$ cat src/rtl/latch_ctrl_pkg.sv
// Shared definitions for the latch bank write controller.
// State encoding and width helpers used by the FSM and the arbiter.
package latch_ctrl_pkg;

    localparam logic [1:0] IDLE_ENC  = 2'd0;
    localparam logic [1:0] SETUP_ENC = 2'd1;
    localparam logic [1:0] GATE_ENC  = 2'd2;
    localparam logic [1:0] HOLD_ENC  = 2'd3;

    typedef enum logic [1:0] {
        IDLE  = IDLE_ENC,
        SETUP = SETUP_ENC,
        GATE  = GATE_ENC,
        HOLD  = HOLD_ENC
    } state_t;

    // Never returns 0 so single-entry fields still get one bit.
    function automatic int clog2(input int v);
        int r;
        for (r = 0; (1 << r) < v; r++) begin
        end
        return (r < 1) ? 1 : r;
    endfunction

    function automatic int wrap(input int a, input int n);
        return (a >= n) ? a - n : a;
    endfunction

endpackage

$ cat src/rtl/rr_pick.sv
// Combinational round-robin selector.
// Searches from ptr upward, wrapping modulo N.
import latch_ctrl_pkg::*;

module rr_pick #(
    parameter int N    = 4,
    parameter int ID_W = clog2(N)
) (
    input  logic [N-1:0]    req,
    input  logic [ID_W-1:0] ptr,
    output logic            valid,
    output logic [ID_W-1:0] winner
);

    logic [ID_W-1:0] idx;

    // Scan from the far end so the nearest requester to ptr wins last.
    always_comb begin
        valid  = 1'b0;
        winner = ptr;
        idx    = ptr;
        for (int i = N - 1; i >= 0; i--) begin
            idx = ID_W'(wrap(int'(ptr) + i, N));
            if (req[idx]) begin
                valid  = 1'b1;
                winner = idx;
            end
        end
    end

endmodule

$ cat src/rtl/latch_bank_write_ctrl.sv
// Write sequencer for a bank of transparent gated D latches.
// Data settles a full cycle before the gate opens and after it closes.
import latch_ctrl_pkg::*;

module latch_bank_write_ctrl #(
    parameter int N_REQ       = 4,
    parameter int N_WORDS     = 8,
    parameter int W           = 8,
    parameter int GATE_CYCLES = 2,
    localparam int ADDR_W     = clog2(N_WORDS),
    localparam int ID_W       = clog2(N_REQ)
) (
    input  logic                    c,
    input  logic                    rn,
    input  logic [N_REQ-1:0]        req,
    input  logic [N_REQ*ADDR_W-1:0] addr,
    input  logic [N_REQ*W-1:0]      wdata,
    output logic [N_REQ-1:0]        ack,
    output logic [W-1:0]            lat_d,
    output logic [N_WORDS-1:0]      lat_g,
    output logic                    busy,
    output logic [ID_W-1:0]         cur_id
);

    state_t            state;
    logic [3:0]        cnt;
    logic [ID_W-1:0]   ptr;
    logic [ID_W-1:0]   win;
    logic              pick_valid;
    logic [ADDR_W-1:0] cap_addr;

    rr_pick #(
        .N    (N_REQ),
        .ID_W (ID_W)
    ) u_pick (
        .req    (req),
        .ptr    (ptr),
        .valid  (pick_valid),
        .winner (win)
    );

    // lat_d doubles as the data capture register.
    always_ff @(posedge c or negedge rn) begin
        if (!rn) begin
            state    <= IDLE;
            cnt      <= '0;
            ptr      <= '0;
            cur_id   <= '0;
            cap_addr <= '0;
            lat_d    <= '0;
            lat_g    <= '0;
            ack      <= '0;
            busy     <= 1'b0;
        end else begin
            ack <= '0;
            unique case (state)
                IDLE: begin
                    if (pick_valid) begin
                        cur_id   <= win;
                        cap_addr <= addr[win*ADDR_W +: ADDR_W];
                        lat_d    <= wdata[win*W +: W];
                        busy     <= 1'b1;
                        state    <= SETUP;
                    end
                end
                SETUP: begin
                    lat_g[cap_addr] <= 1'b1;
                    cnt             <= 4'(GATE_CYCLES - 1);
                    state           <= GATE;
                end
                GATE: begin
                    if (cnt == 4'd0) begin
                        lat_g       <= '0;
                        ack[cur_id] <= 1'b1;
                        ptr         <= (cur_id == ID_W'(N_REQ - 1)) ?
                                       '0 : cur_id + 1'b1;
                        state       <= HOLD;
                    end else begin
                        cnt <= cnt - 1'b1;
                    end
                end
                HOLD: begin
                    busy  <= 1'b0;
                    state <= IDLE;
                end
                default: state <= IDLE;
            endcase
        end
    end

endmodule

$ cat config.mk
export PLATFORM = sky130hd
export DESIGN_NAME = latch_bank_write_ctrl
export DESIGN_NICKNAME = d
export VERILOG_FILES = /design/src/rtl/latch_ctrl_pkg.sv /design/src/rtl/rr_pick.sv /design/src/rtl/latch_bank_write_ctrl.sv
export SDC_FILE = /design/constraint.sdc
export NUM_CORES = 1
export LEC_CHECK = 0
export ABC_AREA = 1
export CAP_MARGIN = 20
export CORE_ASPECT_RATIO = 1.5
export CORE_MARGIN = 1
export CORE_UTILIZATION = 46
export CTS_CLUSTER_DIAMETER = 120
export CTS_CLUSTER_SIZE = 12
export DETAILED_ROUTE_END_ITERATION = 6
export GPL_ROUTABILITY_DRIVEN = 0
export PLACE_DENSITY_LB_ADDON = 0.2
export SYNTH_ARGS = -nofsm -noshare
export SYNTH_HDL_FRONTEND = slang
export SYNTH_SLANG_ARGS = --single-unit
$ cat constraint.sdc
create_clock -name c -period 2.45 [get_ports c]
set_input_delay 0.6125 -clock c [delete_from_list [all_inputs] [get_ports c]]
set_output_delay 0.6125 -clock c [all_outputs]
set_load 0.005 [all_outputs]
==> summary.md, run 1 <==
| Metric | Value |
|---|---|
| CP startpoint kind | input pin |
| Routed vias | 2,150 |
| Final setup vio count | 0 |
| Cell count after synthesis | 299 |
| Reg clk slew, reported paths | 0.07 ns |
| CP Launch Point | req[1] |
| CP max FO | 17 |
| Longest Clk Path Bufs | 2 |
| Layout Skew | 0.00862 ns |
| NetSw | 1.76 mW |
| DR pass1 iterations | 6 |
| PostCTS Resize Cnt | 0 |
| Combinational power share | 58.4% |
| CTS H-tree depth | 2 |
| Critical Path AT | 2.32 ns |
| Final hold vios | 0 |
| Seq pwr share | 25.4% |
| Worst Hold Path Cells | 2 |
| Post-synth EDFFs | 0 |
| Finished Cell Area | 3050 µm² |
| Post-route ant nets | 0 |
| Post-Syn Area | 2130 µm² |
| Clk_lat worst skew | 0.29 ns |
| Post-DP Area | 2900 µm² |
| DRC Markers | 2 |
| Main synth FF type | dfrtp_1 |
| Hold Crit Class | reg -> reg |
| Fmax | 465 MHz |
| Crit path setup slack, layout | 0.300 ns |
| Vias in the first global route | 2,111 |
| # diodes | 0 |
| GRT Util Overall | 23.4% |
| Final net count | 436 |
| Clock power frac | 16.2% |
| Cts hold-fix bufs | 0 |
| CP Capture Type | register |
| Internal power | 2.21 mW |
| Final Util | 70.6% |
| Cell row count | 29 |
| Flops & latches, synth | 34 |
| Period minus WS final | 2.15 ns |
| Ports | 73 |
| Die area | 4900 µm² |
| Pwr dens | 1300 nW/µm² |
| Status | complete, but fails checks |
| RSZ-0062 raised after global routing | no |
| Sw frac | 44.4% |
| CTS Buf Count | 5 |
| Sequential share of the synthesized area | 40.0% |
| Pre-CTS setup slack | -0.0671 ns |
| Horiz. Die Dim | 57.5 µm |
| Max Cap Violations | 0 |
| Drt first-iter violations | 98 |
| Final slew viol count | 0 |
| Measured slew at the worst slew-check pin | 0.482 ns |
| Buffers on Ports | 72 |
| Leak pwr | 1.49 nW |
| Post-DR vias/cell | 5.07 |
| CTS tree | done |
| Synth warnings | 0 |
| Slew margin rel. | 67.6% |
| Largest net degree at the start of global routing | 35 |
| Total wire length | 5.12 mm |
| Violated checks | design-rule violations |
| GRT overflow | 0 |
| Die Span Y | 85.3 µm |
| First-pass GRT wire length | 8.87 mm |
| Initial antenna violation count | 0 |
| Root Buffer | clkbuf_8 |
| Post-CTS Setup Bufs | 0 |
| Area grow syn2layout | 43.4% |
| Total power draw | 3.98 mW |
| Synth unique cells | 26 |
| Initial Utilization | 49.2% |
| Reg2reg path depth | 13 |
| CP Class | in -> reg |
| Average cell area after synthesis | 7.11 µm² |
| Worst hold path startpoint | lat_d[6] |
| Share of post-route cells with drive strength above 1 | 8.73% |
| Synth Net Count | 358 |
| WP data required | 2.62 ns |
| Peak VDD IR | 0.726 mV |
| Routed length per instance | 12.1 µm |
| Post-DP HPWL | 3.86 mm |
| FFs w/ async S/R, synth | 100% |
| Period utilisation layout | 87.8% |
| Sink Count | 34 |
| Core ar. | 4320 µm² |
| Reg2reg start | ptr[0] |
cell families (layout without fill, tap and decap cells):
logic type,count (synthesis),in the layout,synth area share [%]
buffers and inverters,44,123,9.48
adders and majority gates,9,9,5.30
AOI/OAI and AO/OA,19,19,4.53
and+or+nand+nor,192,192,40.3
xor gates and xnor gates,1,1,0.412
DFF,34,34,40.0
layout by cell type (no fill, tap or decap), types with 4 or more instances in the layout:
cell and n:
nand2_1 80, o21ai_0 11, o21ai_1 4, inv_1 28, nor3_1 10, buf_4 7, ha_1 9, clkdlybuf4s50_1 72
inv_2 6, dfrtp_1 34, nor2_1 46, clkbuf_8 6, nand3_1 45
per-stage QoR:
step	hold WS [ns]	cells	TNS, ns
after global routing	0.513	424	0
after CTS	0.494	424	0
after global placement	0.469	416	-0.0108
after floorplan	0.317	299	0
final	0.486	424	0
after detailed placement	0.472	416	-0.0671
power groups by stage:
stage	clock network [mW]	logic [mW]	registers, mW
after CTS	0.654	2.31	1.01
after detailed placement	0	2.29	1.01
after floorplan	0	1.61	0.972
final	0.645	2.32	1.01
after global placement	0	2.24	1.02
after global routing	0.674	2.64	1.05
layer usage:
| metal | global-route usage [%] | share of wire [%] | wire length (µm) | vias to the layer above |
|---|---|---|---|---|
| met5 | 0 | 0 | 0 | - |
| li1 | - | - | - | 1103 |
| met4 | 8.87 | 1.7 | 85 | 0 |
| met3 | 5.03 | 4.7 | 242 | 9 |
| met2 | 43.8 | 55 | 2820 | 60 |
| met1 | 24.8 | 38 | 1970 | 978 |
worst max-delay path, stage by stage:
cell and delay, ns:
clkdlybuf4s50_1 0.47, inv_1 0.05, nand2_1 0.07, nand3_1 0.10
nand2_1 0.10, nand3_1 0.15, nand3_2 0.14, nand2_4 0.07
nand2_8 0.15, inv_4 0.09, nand2_1 0.06, nand2_1 0.04
nor2_1 0.15, nor2_1 0.07
synthesized netlist by cell type (2+ instances only):
library cell | n | area share [%]
inv_2 | 6 | 1.1
buf_2 | 2 | 0.47
nor3_1 | 10 | 2.4
o21ai_0 | 11 | 2.6
clkbuf_1 | 2 | 0.35
nand2_4 | 3 | 1.6
nand2_2 | 3 | 0.88
o21ai_1 | 4 | 0.94
inv_1 | 28 | 4.9
buf_6 | 3 | 1.6
dfrtp_1 | 34 | 40
nand2_1 | 80 | 14
nand3_1 | 45 | 11
ha_1 | 9 | 5.3
a21oi_1 | 3 | 0.71
nor2_1 | 46 | 8.1
flip-flops by register name (all words and copies together) (netlist names):
register and cells:
cur_id 2, lat_d 8, ptr 2, cap_addr 3
ack 4, lat_g 8, cnt 4, state 2
busy 1
final cells by class:
class                      count  area, µm²
multi-input combinational    221       1080
tap                           46       57.6
inverter                      36        143
timing repair buffer          79        773
sequential                    34        851
clock inverter                 2       60.1
fill                         344       1270
clock buffer                   6       82.6
worst paths after layout:
path                                to  slack (ns)
hold reg to reg               lat_d[6]        0.49
setup reg to reg           cap_addr[2]        0.40
hold / removal                lat_d[6]        0.49
min in group asynchronous     lat_d[3]        0.73
max in group asynchronous       ack[0]        1.40
setup / recovery           cap_addr[2]        0.30
Power figures use the tool's default switching activity.
==> inputs of run 2 (changes only) <==
==> constraint.sdc (replaced) <==
create_clock -name c -period 2.45 [get_ports c]
set_input_delay 0.49 -clock c [delete_from_list [all_inputs] [get_ports c]]
set_output_delay 0.49 -clock c [all_outputs]
set_load 0.005 [all_outputs]
==> run 2 against run 1 <==
  * The run still ends with design-rule violations left
  * Die area did not move
  * Maximum frequency rose by 5.8%
  * Clock skew rose by 0.0014 ns
  * Clock power fell by 4.2%
  * Sequential share of layout area rose by 0.27 points
  * First-iteration DRC count fell by 8.2%
  * Hold slack got worse by 0.00062 ns
  * Non-clock buffer count fell by 2
  * Sequential cell count did not move
  * Critical path type unchanged
  * Count of clock-buffer cells in the layout fell by 1
  * Design area fell by 0.94%
  * Routed wire length fell by 0.66%
==> summary.md, run 2 (synthesized netlist as in run 1, its figures left out) <==
| Metric | Value |
|---|---|
| Status | complete, but fails checks |
| Violated checks | design-rule violations |
| Sink Count | 34 (unchanged) |
| CP max FO | 8 (-9) |
| DR pass1 iterations | 6 (unchanged) |
| CP Capture Type | register |
| Buffers on Ports | 72 (unchanged) |
| Hold_ws | 0.486 ns (-0.000624 ns) |
| Reg clk slew, reported paths | 0.07 ns (about the same) |
| Period utilisation layout | 82.9% (-4.8 points) |
| Initial Utilization | 49.2% (unchanged) |
| Peak VDD IR | 0.583 mV (-20%) |
| Fmax | 492 MHz (+5.8%) |
| Clock power frac | 15.9% (-0.3 points) |
| Final Instance Count excl. Fillers | 422 (-0.47%) |
| CP cell instances | clkdlybuf4s50_1, inv_1, o21ai_1, nand2_1, nand2_1, inv_2, nand3_1, nand2_2, nor2_2, nand3_1, o21ai_0, nor2_1 |
| First-pass GRT wire length | 8.77 mm (-1.2%) |
| Vias in the first global route | 2,073 (-1.8%) |
| Biggest regs | lat_d: 8 flops, lat_g: 8 flops |
| CTS Buf Count | 5 (unchanged) |
| Final hold vios | 0 (unchanged) |
| Drt first-iter violations | 90 (-8.2%) |
| Die Span Y | 85.3 µm (unchanged) |
| # diodes | 0 (unchanged) |
| Slew margin rel. | 66.5% (-1.2 points) |
| Area grow syn2layout | 42.1% |
| CP startpoint kind | input pin |
| Hold Crit Class | reg -> reg |
| CP peak stage delay | 0.47 ns (about the same) |
| Measured slew at the worst slew-check pin | 0.499 ns (+0.0175 ns) |
| Pwr dens | 1290 nW/µm² (-1.4%) |
| Leak pwr | 1.47 nW (-0.87%) |
| PostCTS Resize Cnt | 0 (unchanged) |
| Cts hold-fix bufs | 0 (unchanged) |
| Cell row count | 29 (unchanged) |
| Routed length per instance | 12.1 µm (-0.19%) |
| CP delay by family, top | simple AND/OR/NAND/NOR gates |
| Post-DP HPWL | 3.86 mm (about the same) |
| Critical-path top delay cell | clkdlybuf4s50_1 |
| Setup tns final | 0 ns (unchanged) |
| Layout Skew | 0.0100 ns (+0.00141 ns) |
| Ports | 73 (unchanged) |
| Total power draw | 3.89 mW (-2.3%) |
| Commonest non-fill, non-tap cell in the layout | nand2_1 |
| Combinational power share | 58.1% (-0.3 points) |
| Commonest cells after routing, fill and taps aside | nand2_1, clkdlybuf4s50_1, nor2_1 |
| Post-CTS Setup Bufs | 0 (unchanged) |
| NetSw | 1.73 mW (-1.7%) |
| Final net count | 434 (-0.46%) |
| Initial antenna violation count | 0 (unchanged) |
| Die area | 4900 µm² (unchanged) |
| Internal power | 2.15 mW (-2.8%) |
| Share of post-route cells with drive strength above 1 | 8.24% (-0.49 points) |
| Largest net degree at the start of global routing | 35 (unchanged) |
| Clk_lat worst skew | 0.28 ns (about the same) |
| Max Cap Violations | 0 (unchanged) |
| Period minus WS final | 2.03 ns (-0.119 ns) |
| Longest Clk Path Bufs | 2 (unchanged) |
| CTS H-tree depth | 2 (unchanged) |
| RSZ-0062 raised after global routing | no |
| Core ar. | 4320 µm² (unchanged) |
| CP Class | in -> reg |
| DP Cell Count | 414 (-0.48%) |
| Buf/Inv on CP | 3 (unchanged) |
| GRT Util Overall | 22.9% (-0.51 points) |
| Sw frac | 44.6% (+0.27 points) |
| Routed vias | 2,172 (+1.0%) |
| GRT overflow | 0 (unchanged) |
| Final Util | 70.0% (-0.67 points) |
| CTS tree | done |
| Total wire length | 5.09 mm (-0.66%) |
| DRC Markers | 2 (unchanged) |
| Final slew viol count | 0 (unchanged) |
| Horiz. Die Dim | 57.5 µm (unchanged) |
| Final setup vio count | 0 (unchanged) |
| WP data required | 2.62 ns (about the same) |
| Seq pwr share | 25.9% (+0.5 points) |
| Root Buffer | clkbuf_8 |
| Critical Path AT | 2.20 ns (-0.12 ns) |
| Post-route ant nets | 0 (unchanged) |
| Post-DR vias/cell | 5.15 (+1.5%) |
## run 2: cell count changes in the layout (fill, tap and decap cells not counted), sizes merged
cell | before | now
clkinv | 0 | 1
clkbuf | 6 | 5
buf | 7 | 5
## run 2: worst register-to-register path: stages, from the launching register on
cell and delay (ns):
dfrtp_1 0.63, inv_6 0.09, nand2_1 0.10, nand3_1 0.10, nand2_1 0.11, nand3_1 0.15
nand3_2 0.13, nand2_4 0.06, nand2_4 0.19, inv_4 0.11, nand2_1 0.07, nand2_1 0.05
nor2_1 0.10, nor2_1 0.05
## run 2: power by group through the flow
stage	logic, mW	registers, mW	clock network [mW]
detailed placement	2.25	1.02	0
finish	2.26	1.01	0.618
CTS	2.27	1.01	0.627
global route	2.56	1.04	0.647
global placement	2.19	1.01	0
floorplan	1.61	0.972	0
## run 2: worst paths after layout
check,startpoint,endpoint,slack [ns],depth (start not counted)
max in group asynchronous,rn,lat_d[3],1.51,2
hold / removal,lat_d[6],lat_d[6],0.49,2
setup reg to reg,ptr[0],lat_d[5],0.42,13
hold reg to reg,lat_d[6],lat_d[6],0.49,2
setup / recovery,req[2],cap_addr[1],0.42,12
min in group asynchronous,rn,ack[3],0.62,2
## run 2: area by class of cell
type                    count  area [µm²]
inverters                  36         143
repair buffers             77         758
well taps                  46        57.6
fillers                   386        1300
clock inverters             3        68.8
multi-input cells         221        1070
clock buffers               5        68.8
flip-flops and latches     34         851
## run 2: per-stage QoR
stage | worst slack (ns) | area, µm²
after detailed placement | 0.119 | 2880
after CTS | 0.401 | 3020
after global routing | 0.171 | 3020
final | 0.419 | 3020
after floorplan | 0.736 | 2130
after global placement | 0.156 | 2880
## run 2: metal layers
layer	track usage, %	up-vias	routed length, µm
li1	-	1098	-
met1	24.9	990	2020
met2	42.7	73	2700
met3	4.88	11	273
met4	7.54	0	91
met5	0	-	0
